File: config.mk
export PLATFORM = sky130hd
export DESIGN_NAME = abro_driver
export DESIGN_NICKNAME = d
export VERILOG_FILES = /design/src/rtl/abro_driver.sv
export SDC_FILE = /design/constraint.sdc
export NUM_CORES = 1
export LEC_CHECK = 0
export ABC_AREA = 1
export CORE_MARGIN = 10
export CORE_UTILIZATION = 51
export DETAILED_ROUTE_END_ITERATION = 8
export GPL_TIMING_DRIVEN = 0
export HOLD_SLACK_MARGIN = 0.15
export PLACE_DENSITY = 0.79
export SLEW_MARGIN = 15
export SYNTH_ARGS = -nofsm -noshare
export SYNTH_HDL_FRONTEND = slang
export SYNTH_SLANG_ARGS = --single-unit
File: constraint.sdc
create_clock -name clk -period 1.5 [get_ports clk]
set_input_delay 0.3 -clock clk [delete_from_list [all_inputs] [get_ports clk]]
set_output_delay 0.3 -clock clk [all_outputs]
set_load 0.02 [all_outputs]
File: src/rtl/abro_driver.sv
// abro_driver: drives A/B stimulus sequences into an ABRO responder, judges O.
// Define ABRO_DRV_TIMEOUT_EN to bound the WAIT_O phase by TIMEOUT cycles.
module abro_driver #(
  parameter int CW      = 8,
  parameter int TIMEOUT = 16
) (
  input  logic          clk,
  input  logic          reset,
  input  logic          start,
  input  logic [1:0]    mode,
  input  logic [CW-1:0] gap,
  output logic          A,
  output logic          B,
  input  logic          O,
  output logic          busy,
  output logic          done,
  output logic          pass,
  output logic          err_timeout,
  output logic          err_early,
  output logic [2:0]    state
);

  typedef enum logic [2:0] {
    IDLE   = 3'd0,
    FIRST  = 3'd1,
    GAP    = 3'd2,
    SECOND = 3'd3,
    WAIT_O = 3'd4,
    DONE   = 3'd5
  } st_t;

  localparam logic [1:0] M_AB  = 2'b00;
  localparam logic [1:0] M_BA  = 2'b01;
  localparam logic [1:0] M_SIM = 2'b10;
  localparam logic [1:0] M_NEG = 2'b11;

  if (TIMEOUT < 1 || TIMEOUT >= (2 ** CW)) begin : g_bad_timeout
    $error("abro_driver: TIMEOUT out of range");
  end

  st_t          st;
  logic [1:0]   mode_q;
  logic [CW-1:0] gcnt;

  assign state = st;

`ifdef ABRO_DRV_TIMEOUT_EN
  logic [CW-1:0] wcnt;
  logic          err_to_q;

  assign err_timeout = err_to_q;
`else
  assign err_timeout = 1'b0;
`endif

  always_ff @(posedge clk or posedge reset) begin
    if (reset) begin
      st        <= IDLE;
      mode_q    <= 2'b00;
      gcnt      <= '0;
      A         <= 1'b0;
      B         <= 1'b0;
      busy      <= 1'b0;
      done      <= 1'b0;
      pass      <= 1'b0;
      err_early <= 1'b0;
`ifdef ABRO_DRV_TIMEOUT_EN
      wcnt      <= '0;
      err_to_q  <= 1'b0;
`endif
    end else begin
      A    <= 1'b0;
      B    <= 1'b0;
      done <= 1'b0;
      unique case (st)
        IDLE: begin
          if (start) begin
            st        <= FIRST;
            mode_q    <= mode;
            gcnt      <= gap;
            busy      <= 1'b1;
            pass      <= 1'b0;
            err_early <= 1'b0;
`ifdef ABRO_DRV_TIMEOUT_EN
            err_to_q  <= 1'b0;
`endif
            A <= (mode != M_BA);
            B <= (mode == M_BA) || (mode == M_SIM);
          end
        end
        FIRST: begin
          if (O) begin
            st        <= DONE;
            done      <= 1'b1;
            pass      <= 1'b0;
            err_early <= 1'b1;
          end else if (mode_q == M_SIM || mode_q == M_NEG) begin
            st <= WAIT_O;
`ifdef ABRO_DRV_TIMEOUT_EN
            wcnt <= '0;
`endif
          end else if (gcnt == '0) begin
            st <= SECOND;
            A  <= (mode_q == M_BA);
            B  <= (mode_q == M_AB);
          end else begin
            st <= GAP;
          end
        end
        GAP: begin
          if (O) begin
            st        <= DONE;
            done      <= 1'b1;
            pass      <= 1'b0;
            err_early <= 1'b1;
          end else if (gcnt == CW'(1)) begin
            st   <= SECOND;
            gcnt <= '0;
            A    <= (mode_q == M_BA);
            B    <= (mode_q == M_AB);
          end else begin
            gcnt <= gcnt - 1'b1;
          end
        end
        SECOND: begin
          if (O) begin
            st        <= DONE;
            done      <= 1'b1;
            pass      <= 1'b0;
            err_early <= 1'b1;
          end else begin
            st <= WAIT_O;
`ifdef ABRO_DRV_TIMEOUT_EN
            wcnt <= '0;
`endif
          end
        end
        WAIT_O: begin
`ifdef ABRO_DRV_TIMEOUT_EN
          // O on the last allowed cycle still counts as a response
          if (O) begin
            st   <= DONE;
            done <= 1'b1;
            pass <= (mode_q != M_NEG);
            wcnt <= '0;
          end else if (wcnt == CW'(TIMEOUT - 1)) begin
            st       <= DONE;
            done     <= 1'b1;
            pass     <= (mode_q == M_NEG);
            err_to_q <= (mode_q != M_NEG);
            wcnt     <= '0;
          end else begin
            wcnt <= wcnt + 1'b1;
          end
`else
          if (mode_q == M_NEG) begin
            st   <= DONE;
            done <= 1'b1;
            pass <= !O;
          end else if (O) begin
            st   <= DONE;
            done <= 1'b1;
            pass <= 1'b1;
          end
`endif
        end
        DONE: begin
          st   <= IDLE;
          busy <= 1'b0;
        end
        default: begin
          st   <= IDLE;
          busy <= 1'b0;
        end
      endcase
    end
  end

endmodule

## Yosys cells after proc, flatten, opt, wreduce, memory -nomap -nowiden

Cells that the tools add are included.

| cells by class | value |
|---|---|
| add/subtract/negate cells | 1 |
| muxes and demuxes | 39 |
| equality and inequality tests | 16 |
| reductions and logical operators | 17 |
| bitwise operators | 1 |

Operators with widths:

| operator | count |
|---|---|
| $mux W8 | 3 |
| $mux W1 | 21 |
| $mux W3 | 7 |
| $pmux W8 S2 | 1 |
| $pmux W3 S5 | 1 |
| $pmux W1 S3 | 3 |
| $reduce_and A3 Y1 | 3 |
| $eq A8 B1 Y1 const B | 1 |
| $logic_not A8 Y1 | 1 |
| $sub A8 B1 Y8 const B | 1 |
| $eq A2 B2 Y1 const B | 3 |
| $eq A3 B2 Y1 const B | 2 |
| $ne A3 B3 Y1 const B | 2 |
| $pmux W1 S2 | 3 |
| $eq A2 B1 Y1 const B | 2 |
| $ne A2 B1 Y1 const B | 2 |
| $ne A2 B2 Y1 const B | 2 |
| $reduce_and A2 Y1 | 2 |
| $reduce_and A4 Y1 | 1 |
| $reduce_bool A2 Y1 | 2 |
| $reduce_or A4 Y1 | 1 |
| $eq A3 B1 Y1 const B | 1 |
| $eq A3 B3 Y1 const B | 1 |
| $logic_not A3 Y1 | 1 |
| 6 further kinds | 7 |

| word-level totals | value |
|---|---|
| output and inout bits | 10 |
| bits of input ports | 14 |
| logic and storage cells | 83 |
| register bits | 19 |

## Logic depth before layout (Yosys ltp)

| logic depth | value |
|---|---|
| word-level depth | 5 |
| depth in mapped cells | 9 |
| depth with buffers taken out | 9 |

## Worst setup path before layout

OpenSTA, ideal clock, no wires.

| timing path | value |
|---|---|
| path kind | flip-flop to flip-flop |
| start | register st[2], in the netlist state[2] |
| end | register gcnt[5] |
| setup slack | 0.095 ns |
| data arrival time | 1.289 ns |
| cell stages (with the launch flop) | 10 |
| period minus slack after synthesis | 1.405 ns |
| path buffers | 1 |
| data required time | 1.384 ns |
| cell sequence | dfrtp_1 nor2_2 nand2_4 inv_4 nand2_4 nand2_4 buf_8 nand2_1 nand2_1 nand2_1 |

| between the ends | value |
|---|---|
| cells in the longest elaborated chain, start to end | 3 |
| elaborated cells on any way between the ends | 7 |

RTL lines:

| what | line | RTL |
|---|---|---|
| start: declaration | 41 | `st_t st;` |
| start signal: assignment | 58 | `st <= IDLE;` |
| start signal: assignment | 78 | `st <= FIRST;` |
| start signal: assignment | 93 | `st <= DONE;` |
| $eq A3 B2 Y1 / $logic_not A3 Y1 (equally long branches) | 75 | `unique case (st)` |
| $ne A2 B2 Y1 (no line) / $reduce_bool A2 Y1 (equally long branches) | - |  |
| $reduce_and A3 Y1 (no line) | - |  |
| end signal: assignment | 80 | `gcnt <= gap;` |
| end signal: assignment | 122 | `gcnt <= gcnt - 1'b1;` |
| end: declaration | 43 | `logic [CW-1:0] gcnt;` |

Parallel ways exist; a longest one is shown, timed or not.
A chain may end at the register's enable or synchronous reset.

## Final worst setup path

| timing path | value |
|---|---|
| start | register st[1], in the netlist state[1] |
| end | output port state[1] |

RTL lines:

| what | line | RTL |
|---|---|---|
| end: declaration | 20 | `output logic [2:0] state` |

No word-level cell between the ends.

==> results.py <==
metrics = {
    "floorplan": {
        "ios": 24,
        "die_w_um": 68.8,
        "coreArea_um2": 2230,
        "die_h_um": 68.8,
        "start_util_pct": 54.4,
        "dieArea_um2": 4730,
        "row_count": 17,
    },
    "power": {
        "combPwrFrac_pct": 52.4,
        "power_mw": 2.69,
        "switching_share_pct": 47.2,
        "seqPwrFrac_pct": 37.2,
        "p_leak_nw": 0.830,
        "p_clk_share_pct": 10.4,
        "p_sw_mw": 1.27,
        "peakVddDrop_mv": 1.24,
        "power.density_nw_per_um2": 1710,
        "p_int_mw": 1.42,
    },
    "final_layout": {
        "drive_gt1_share_pct": 18.2,
        "antennaDiodeCount": 0,
        "fin_nets": 221,
        "nFillCells": 201,
        "final_cells": 231,
        "regArea_um2": 479,
        "multi_input_area_um2": 653,
        "stdcell_area_um2": 1570,
        "final_cell_mix": "nand2_1 (55), nor2_1 (24), inv_1 (22)",
        "syn_to_final_growth_pct": 29.4,
        "mostFrequentLayoutCell": "nand2_1",
        "fin_util_pct": 70.4,
    },
    "placement": {
        "place_inst": 221,
        "place.gp.congestion": 0.779,
        "dp_hpwl_um": 2170,
        "place_ws_ps": -221,
        "port_buffers": 22,
        "placed_area_um2": 1470,
    },
    "clock_tree": {
        "ctsHoldBuffers": 0,
        "root_buffer": "clkbuf_4",
        "cts_inserted_buffers": 3,
        "cts.sinks": 19,
        "ctsLongestPathBuffers": 2,
        "cts_tree": "done",
        "htreeDepth": 1,
        "cts.clk_slew.worst_paths_ps": 120,
        "clk_latency_ps": 310,
    },
    "timing": {
        "fin_crit_ps": 1450,
        "finalSetupViolations": 0,
        "max_slew_margin_pct": 50.5,
        "rsz0062_at_grt": "false",
        "clock.fmax_ghz": 0.689,
        "period_share_pct": 96.8,
        "fin_skew_ps": 6.31,
        "setup_tns_ps": 0,
        "fin_ws_ps": 48.6,
        "hold_violations": 0,
        "holdWs_ps": 404,
        "finalMaxSlewViolations": 0,
        "tightest_slew_ps": 741,
    },
    "grt": {
        "grt_pass1_wl_um": 4930,
        "grt_pass1_vias": 1114,
        "grt_max_degree": 20,
        "grt_usage_pct": 13.3,
        "grt_overflow": 0,
        "antenna_found_initial": 0,
    },
    "worst_setup_path": {
        "reg2reg_to": "gcnt[5]",
        "path_class": "register to primary output",
        "worstReg2RegStart": "state[2]",
        "path_cells": "dlygate4sd2_1",
        "worstPathArrival_ps": 1150,
        "endpoint_kind": "primary output",
        "crit_fanout": 7,
        "r2r_cells": 9,
        "critical_path.startpoint_type": "register",
        "cp_slowest_stage_delay_ps": 480,
        "worst-path-buf-inv": 1,
        "reg2reg_slack_ps": 100,
        "worstPathRequired_ps": 1200,
        "crit_path_top_delay_cell": "dfrtp_2",
        "cp_top_family": "flip-flops",
    },
    "routing": {
        "vias": 1183,
        "drc": 0,
        "routed_via_density": 5.12,
        "antenna_left": 0,
        "wl_um": 2970,
        "routedWlPerCell_um": 12.8,
        "drtIter0Drc": 34,
        "first_pass_iters": 4,
    },
    "status": {
        "outcome": "completed",
    },
    "yosys": {
        "synth_edf_count": 0,
        "ys_seq_area_share_pct": 39.1,
        "ys.flop_type": "dfrtp_1",
        "synth_nets": 188,
        "syn_avg_cell_area_um2": 7.10,
        "ys_warn_count": 0,
        "ys_types": 28,
        "ys_async_sr_fraction_pct": 100,
        "ys_ff_latch": 19,
        "syn_inst": 171,
        "synth_area_um2": 1210,
    },
    "run": {
        "maxCapViolCount": 0,
    },
    "worst_hold_path": {
        "hold_path.class": "primary input to async pin",
    },
}
cells by family after synthesis:
logic type      synth area share [%]
simple gates                    35.0
buf+inv                         9.78
compound gates                  11.9
flops                           39.1
fa+ha+maj                       3.09
xor+xnor                       0.721
other cells                    0.309
power groups by stage:
stage	combinational, mW	clock [mW]	sequential [mW]
finish	1.41	0.279	1.00
global route	1.59	0.312	1.04
CTS	1.31	0.275	0.978
detailed placement	1.37	0	0.990
global placement	1.33	0	0.973
floorplan	0.856	0	1.05
state kept, by name, summed over array words and instances, names as in the netlist:
| register | count |
|---|---|
| done | 1 |
| B | 1 |
| state | 3 |
| gcnt | 8 |
| mode_q | 2 |
| busy | 1 |
| err_early | 1 |
| A | 1 |
| pass | 1 |
metal layers:
layer / share of wire (%) / GRT usage, % / vias to the layer above
met5: 0 / 0 / -
met4: 1.4 / 4.68 / 0
met3: 5.4 / 3.22 / 4
met2: 48 / 20.6 / 27
met1: 45 / 17.5 / 560
li1: - / - / 592
how the worst max path moves through the flow:
stage	start	end	slack, ps	depth (start not counted)
final	state[1]	state[1]	50	1
after global routing	state[1]	state[1]	1	1
after CTS	state[2]	B	6	7
after detailed placement	O	pass	-220	8
after global placement	O	pass	-220	8
after floorplan	state[2]	gcnt[5]	100	9
cell type report:
| class | count | share of cell area (%) |
|---|---|---|
| repair buffers | 28 | 16.2 |
| flip-flops and latches | 19 | 30.5 |
| well taps | 28 | 2.23 |
| inverters | 25 | 6.37 |
| plain buffers | 2 | 1.43 |
| clock buffers | 4 | 1.67 |
| multi-input cells | 125 | 41.6 |
synthesized netlist by cell type (2+ instances only):
master	number	area, um2
dfrtp_1	19	475
nand2_1	55	206
nand3_1	6	30.0
ha_1	3	37.5
inv_1	23	86.3
o21ai_0	9	45.0
a21oi_1	3	15.0
nand2_4	3	33.8
nor2_1	26	97.6
a21oi_2	4	35.0
or2_2	2	12.5
nor2_2	2	12.5
timing repair:
item	4_1_cts	5_1_grt
endpoints found under the setup margin	10	14
gates resized for setup	11	13
endpoints found under the hold margin	0	0
setup buffers	0	6
No activity file was read; power rests on OpenSTA's default activity.
